File: config.mk
export PLATFORM = sky130hd
export DESIGN_NAME = pipe_stage_reg
export DESIGN_NICKNAME = d
export VERILOG_FILES = /design/src/rtl/pipe_pkg.sv /design/src/rtl/pipe_slot.sv /design/src/rtl/pipe_stage_reg.sv
export SDC_FILE = /design/constraint.sdc
export NUM_CORES = 1
export LEC_CHECK = 0
export CAP_MARGIN = 25
export CORE_MARGIN = 5
export CORE_UTILIZATION = 35
export CTS_BUF_LIST = sky130_fd_sc_hd__clkbuf_8
export DETAILED_ROUTE_END_ITERATION = 10
export GPL_ROUTABILITY_DRIVEN = 0
export HOLD_SLACK_MARGIN = 0.08
export SETUP_SLACK_MARGIN = 0.4
export SLEW_MARGIN = 5
export SYNTH_ARGS = -nofsm -noshare
export SYNTH_HDL_FRONTEND = slang
export SYNTH_SLANG_ARGS = --single-unit
export TNS_END_PERCENT = 5
File: constraint.sdc
create_clock -name clk -period 1.97 [get_ports clk]
set_input_delay 0.591 -clock clk [delete_from_list [all_inputs] [get_ports clk]]
set_output_delay 0.591 -clock clk [all_outputs]
set_load 0.02 [all_outputs]
File: src/rtl/pipe_pkg.sv
// Shared types for the pipeline-boundary register: slot state encoding and
// occupancy width.
package pipe_pkg;

   localparam int unsigned OCC_W = 2;

   typedef enum logic [1:0] {
      PS_EMPTY,
      PS_HALF,
      PS_FULL
   } pipe_state_e;

endpackage

File: src/rtl/pipe_slot.sv
// One payload register with load enable and synchronous clear-to-bubble.
// Used for both the main and the skid entry of a stage register.
module pipe_slot
   import pipe_pkg::*;
#(
   parameter int unsigned          DATA_W     = 256,
   parameter logic [DATA_W-1:0]    BUBBLE_VAL = '0
) (
   input  logic              clk,
   input  logic              clear,
   input  logic              load,
   input  logic [DATA_W-1:0] d,
   output logic [DATA_W-1:0] q
);

   always_ff @(posedge clk) begin
      if (clear) begin
         q <= BUBBLE_VAL;
      end else if (load) begin
         q <= d;
      end
   end

endmodule

File: src/rtl/pipe_stage_reg.sv
// Generic valid/ready pipeline-boundary register with optional two-entry skid
// buffer; flush and reset kill every entry and expose BUBBLE_VAL downstream.
module pipe_stage_reg
   import pipe_pkg::*;
#(
   parameter int unsigned          DATA_W     = 256,
   parameter logic [DATA_W-1:0]    BUBBLE_VAL = '0,
   parameter int unsigned          SKID       = 1
) (
   input  logic              clk,
   input  logic              rst,
   input  logic              flush,
   input  logic              in_valid,
   output logic              in_ready,
   input  logic [DATA_W-1:0] in_data,
   output logic              out_valid,
   input  logic              out_ready,
   output logic [DATA_W-1:0] out_data,
   output logic [OCC_W-1:0]  occupancy
);

   pipe_state_e       state_q, state_d;
   logic [DATA_W-1:0] main_q, skid_q, main_d;
   logic              main_load, skid_load, kill;
   logic              accept, consume;

   assign kill    = rst | flush;
   assign accept  = in_valid & in_ready;
   assign consume = out_valid & out_ready;

   always_ff @(posedge clk) begin
      if (kill) begin
         state_q <= PS_EMPTY;
      end else begin
         state_q <= state_d;
      end
   end

   always_comb begin
      state_d   = state_q;
      main_load = 1'b0;
      skid_load = 1'b0;
      unique case (state_q)
         PS_EMPTY: begin
            if (accept) begin
               state_d   = PS_HALF;
               main_load = 1'b1;
            end
         end
         PS_HALF: begin
            if (accept && (consume || SKID == 0)) begin
               main_load = 1'b1;
            end else if (accept) begin
               state_d   = PS_FULL;
               skid_load = 1'b1;
            end else if (consume) begin
               state_d = PS_EMPTY;
            end
         end
         PS_FULL: begin
            if (consume) begin
               state_d   = PS_HALF;
               main_load = 1'b1;
            end
         end
         default: state_d = PS_EMPTY;
      endcase
   end

   // Only a FULL->HALF refill takes its payload from the skid entry.
   assign main_d = (state_q == PS_FULL) ? skid_q : in_data;

   always_comb begin
      out_valid = (state_q != PS_EMPTY);
      out_data  = out_valid ? main_q : BUBBLE_VAL;
      in_ready  = (SKID != 0) ? (state_q != PS_FULL) : (!out_valid || out_ready);
      unique case (state_q)
         PS_HALF: occupancy = OCC_W'(1);
         PS_FULL: occupancy = OCC_W'(2);
         default: occupancy = OCC_W'(0);
      endcase
   end

   pipe_slot #(
      .DATA_W     (DATA_W),
      .BUBBLE_VAL (BUBBLE_VAL)
   ) u_main (
      .clk   (clk),
      .clear (kill),
      .load  (main_load),
      .d     (main_d),
      .q     (main_q)
   );

   pipe_slot #(
      .DATA_W     (DATA_W),
      .BUBBLE_VAL (BUBBLE_VAL)
   ) u_skid (
      .clk   (clk),
      .clear (kill),
      .load  (skid_load),
      .d     (in_data),
      .q     (skid_q)
   );

   // A flush may legitimately retract a stalled offer.
   a_in_stable: assert property (@(posedge clk) disable iff (rst)
      (in_valid && !in_ready && !flush) |=> (!in_valid || $stable(in_data)));
   a_occ_max: assert property (@(posedge clk) occupancy <= OCC_W'(2));
   a_bubble: assert property (@(posedge clk) !out_valid |-> (out_data == BUBBLE_VAL));

endmodule
==> Word-level counts from Yosys, hierarchy flattened <==
Cells that the tools add are included.
{ "totals": {"reg_bits": 514, "elab_cells": 32} }
{ "classes": {"eq_ne": 7, "bitwise_logic": 3, "n_reduce_logical": 4, "muxes": 15} }
{ "op_table": {"columns": ["cell", "n"], "rows": [
  ["2-to-1 mux 256 bit", 2],
  ["2-to-1 mux 2 bit", 5],
  ["!= test 2 bit (second input constant)", 4],
  ["one-hot mux 2 bit (3 select lines)", 1],
  ["2-to-1 mux 1 bit", 5],
  ["one-hot mux 2 bit (2 select lines)", 1],
  ["AND reduction 4 bit", 1],
  ["!= test 3 bit (second input constant)", 1],
  ["one-hot mux 1 bit (3 select lines)", 1],
  ["bitwise AND 1 bit", 2],
  ["== test 2 x 1 -> 1 bit (second input constant)", 1],
  ["== test 2 bit (second input constant)", 1],
  ["logical NOT 2 bit", 1],
  ["nonzero test 2 bit", 1],
  ["logical AND 1 bit", 1],
  ["OR 1 bit", 1]
]} }

==> Logic depth before layout (Yosys ltp) <==
{ "logic_depth": {"depth_word": 6, "ltp_mapped": 7, "ltp_nobuf": 4} }

==> By module <==
A second synthesis with hierarchy kept.
{ "hier_totals": {"hier_cells": 2780, "hier_area_um2": 24015.5} }
{ "modules_own_cells": {"columns": ["module", "area_per_inst_um2", "cells_each", "n_inst", "seq_area_each_um2"], "rows": [
  ["pipe_slot", 9322.7, 825, 2, 5124.9],
  ["pipe_stage_reg", 5370.2, 1130, 1, 40.0]
]} }

==> Worst setup path after synthesis <==
OpenSTA, ideal clock, no wires.
{ "synth_path": {"path_type": "reg-to-output", "start": "reg state_q[1]", "end": "out out_data[100]", "path_stages_with_launch": 6, "required_time_ns": 1.379, "setup_slack_ns": -0.015, "arrival_time_ns": 1.394, "path_cell_list": "dfxtp_1 or2_1 clkbuf_1 clkbuf_1 clkbuf_1 and2_1"} }
{ "synth_between": {"elab_chain_cells": 2} }
{ "synth_rtl": {"columns": ["item", "line", "rtl"], "rows": [
  ["start: declaration", "pipe_stage_reg.sv:22", "pipe_state_e state_q, state_d;"],
  ["start signal: assignment", "pipe_stage_reg.sv:35", "state_q <= state_d;"],
  ["nonzero test 2 bit", "pipe_stage_reg.sv:74", "out_valid = (state_q != PS_EMPTY);"],
  ["2-to-1 mux 256 bit", "pipe_stage_reg.sv:75", "out_data = out_valid ? main_q : BUBBLE_VAL;"],
  ["end: declaration", "pipe_stage_reg.sv:18", "output logic [DATA_W-1:0] out_data,"]
]} }
No other way between the ends.

==> Final worst setup path <==
{ "layout_path": {"start": "reg state_q[0]", "end": "out out_data[108]"} }
Same word-level chain as after synthesis.

==> summary.txt <==
Setup path
  • Critical Path RT: between 1000 and 1500 ps
  • Crit-path max FO: 18
  • Setup crit end kind: output pin
  • Critical path class: reg2out
  • Worst reg-to-reg setup slack: -60 ps
  • WP data arrival: 2070 ps
  • Startpoint Class: flop

Layout
  • Finished Layout Cells: 4408
  • Fill count: between 6000 and 7000
  • Util after Layout: about half
  • Area Growth Syn to Fin: 38.66%
  • Fraction of layout cells with a size suffix above 1: between 30% and 40%
  • Final Net Count: approximately 3700

Clocking
  • Clock Latency Late Sink: just over 700 ps
  • CTS tree: built
  • CTS root buf: clkbuf_8
  • Reg clk slew, reported paths: 70 ps
  • Clk sinks: a little over 500
  • Number of H-tree levels: 3
  • Max Root-Sink Buffers: 3
  • TritonCTS buffer count: slightly above 90
  • Post-CTS Hold Fix Bufs: 0

STA
  • FMAX: approximately 380 MHz
  • Final setup vio count: around 280
  • Fin crit share: 135.0%
  • Worst hold slack: 341.8 ps
  • Tightest Pin Transition: ~650 ps
  • Fin worst setup slack: -690.4 ps
  • Hold Fails Final Rpt: 0
  • Clock skew: roughly 68 ps
  • Slew HR: about 57%
  • Slew Viols, Final: 0
  • Minimum clock period: 2660 ps
  • Unrepaired setup endpoints after global routing: yes
  • Setup tns final: -148620 ps

Power and ir drop
  • Internal power: around 18000 uW
  • Leakage: around 0.013 uW
  • Power, Total: 24300 uW
  • Sw Ratio: between 20% and 30%
  • Pwr dens: 719.6 nW/um^2
  • Clk pwr share: between 40% and 50%
  • P_sw: approximately 6500 uW
  • Comb pwr share: roughly an eighth
  • Worst VDD drop: 0.4146 mV
  • Reg power frac: approximately 45%

Synthesis
  • Top-area cell type share of the netlist area: roughly 42%
  • Synthesized net count: between 3000 and 4000
  • Top FF cell, synth: dfxtp_1
  • Ranking of synthesized cells by area: dfxtp_1 (42%), nand2_1 (16%), a311oi_2 (15%)
  • Sequential cell area fraction in the yosys report: between 40% and 50%
  • Avg Inst Size Synth: 8.405 um^2
  • Synthesized flop and latch total: 514
  • Asr flop ratio synth: 0%
  • Distinct cell type count after synthesis: 24
  • List of most frequent post-synthesis cells: nand2_1 (1025), dfxtp_1 (514), a21oi_1 (258)
  • Number of flops mapped to enable cells by yosys: 0
  • Mapped Cells: 2897
  • Most frequent cell after synthesis: nand2_1
  • Cell Area, Synth: between 20000 and 25000 um^2
  • Post-synth top area cell: dfxtp_1
  • Syn. warnings: 0

Outcome
  • Violated checks: negative setup slack
  • Outcome: finished, violations left

Drt
  • Vias: between 20000 and 25000
  • DRT Pass-1 Iters: 5
  • Drt initial violations: 1576
  • WL/cell: approximately 20 um
  • Residual DRC count: 0
  • Vias/cell: a little over 5
  • Number of routed nets with antenna violations: 0
  • WL final: between 80000 and 90000 um

Place
  • DP HPWL: 59490 um
  • PortBufs: 520
  • Placed cells: approximately 4200

Die
  • Core Area: 68830 um^2
  • Die height: roughly 270 um
  • # IOs: ~520
  • Site row count: 96
  • Die W: 273.8 um
  • Die Area: roughly 75000 um^2
  • Initial Util: 35.38%

GRT
  • First-pass GRT wire length: ~130000 um
  • Number of global-route vias before repair: 22198
  • Initial antenna violation count: 17
  • Largest net degree at the start of global routing: 120
  • Total global-route track usage: a little over a fifth
  • Grt ovf: 0

Flow run
  • Max Cap Viol: 0

Worst hold path
  • Worst min path class: in2reg
-- power groups by stage --
stage	combinational [uW]	clock [uW]	sequential (uW)
after global routing	3410	11000	10900
final	3190	10200	10900
after global placement	3210	0	11100
after detailed placement	3230	0	11100
after CTS	3210	10500	10900
after floorplan	1730	0	11000
-- cells in the final DEF, fill, tap and decap left out, drive strengths merged, types with 2 or more instances in the layout --
| cell | Yosys | layout |
|---|---|---|
| a211oi | 256 | 256 |
| a21o | 2 | 2 |
| a21oi | 258 | 258 |
| a311oi | 256 | 256 |
| and2 | 257 | 257 |
| buf | 157 | 425 |
| clkbuf | 159 | 155 |
| clkdlybuf4s15 | 0 | 3 |
| clkdlybuf4s50 | 0 | 259 |
| clkinv | 0 | 13 |
| dfxtp | 514 | 514 |
| diode | 0 | 10 |
| inv | 1 | 29 |
| nand2 | 1025 | 1025 |
| nor2b | 3 | 3 |
| or2 | 2 | 2 |
-- per-stage QoR --
stage          setup WS, ps  cell area (um^2)
2_1_floorplan         207.5             25080
5_1_grt              -796.7             33760
3_5_place_dp         -432.1             32650
4_1_cts              -785.0             34430
3_3_place_gp         -391.6             32650
6_report             -690.4             33760
-- layout make-up --
type / count / area (um^2) / area share, %
repair buffers: 725 / 7193 / 21.31
well taps: 931 / 1165 / 3.450
multi-input cells: 2066 / 13180 / 39.03
clock inverters: 42 / 259.0 / 0.7671
inverters: 1 / 11.26 / 0.03335
flip-flops and latches: 514 / 10290 / 30.48
diodes: 10 / 25.02 / 0.07412
clock buffers: 119 / 1638 / 4.851
-- flip-flops by register name, summed over array words and instances, names as in the netlist --
register	flops
u_main.q	256
u_skid.q	256
state_q	2
-- cells by family after synthesis --
group	Yosys count	share of synthesized area [%]
and+or+nand+nor	1293	22.74
DFF	514	42.26
AOI/OAI and AO/OA	773	28.66
buffers and inverters	317	6.336
-- what timing repair did --
| item | CTS | global route |
|---|---|---|
| pin swaps | 10 | 20 |
| buffers inserted | 0 | 0 |
| cloned | 0 | 0 |
| gates resized for setup | 803 | 281 |
| setup endpoints to repair | 613 | 757 |
-- per-layer routing --
| layer | GRT usage [%] | wire [um] | part of all wire (%) | vias up |
|---|---|---|---|---|
| met1 | 27.53 | 36080 | 42 | 10708 |
| met3 | 4.251 | 4511 | 5.2 | 168 |
| met2 | 37.22 | 42740 | 50 | 624 |
| met4 | 7.912 | 2796 | 3.2 | 14 |
| li1 | - | - | - | 11097 |
| met5 | 0 | 101 | 0.12 | - |
-- worst paths after layout --
path | start | end | cells after the start
setup / recovery | state_q[0] | out_data[108] | 6
hold reg to reg | u_skid.q[88] | u_skid.q[88] | 2
hold / removal | out_ready | state_q[1] | 3
setup reg to reg | state_q[0] | u_main.q[102] | 6
-- worst max-delay path, stage by stage, from the launching register on --
cell     delay, ps
dfxtp_2        320
or2_4          280
buf_12         170
buf_12         170
buf_6          120
and2_4         150
buf_12         130
Power figures use the tool's default switching activity.
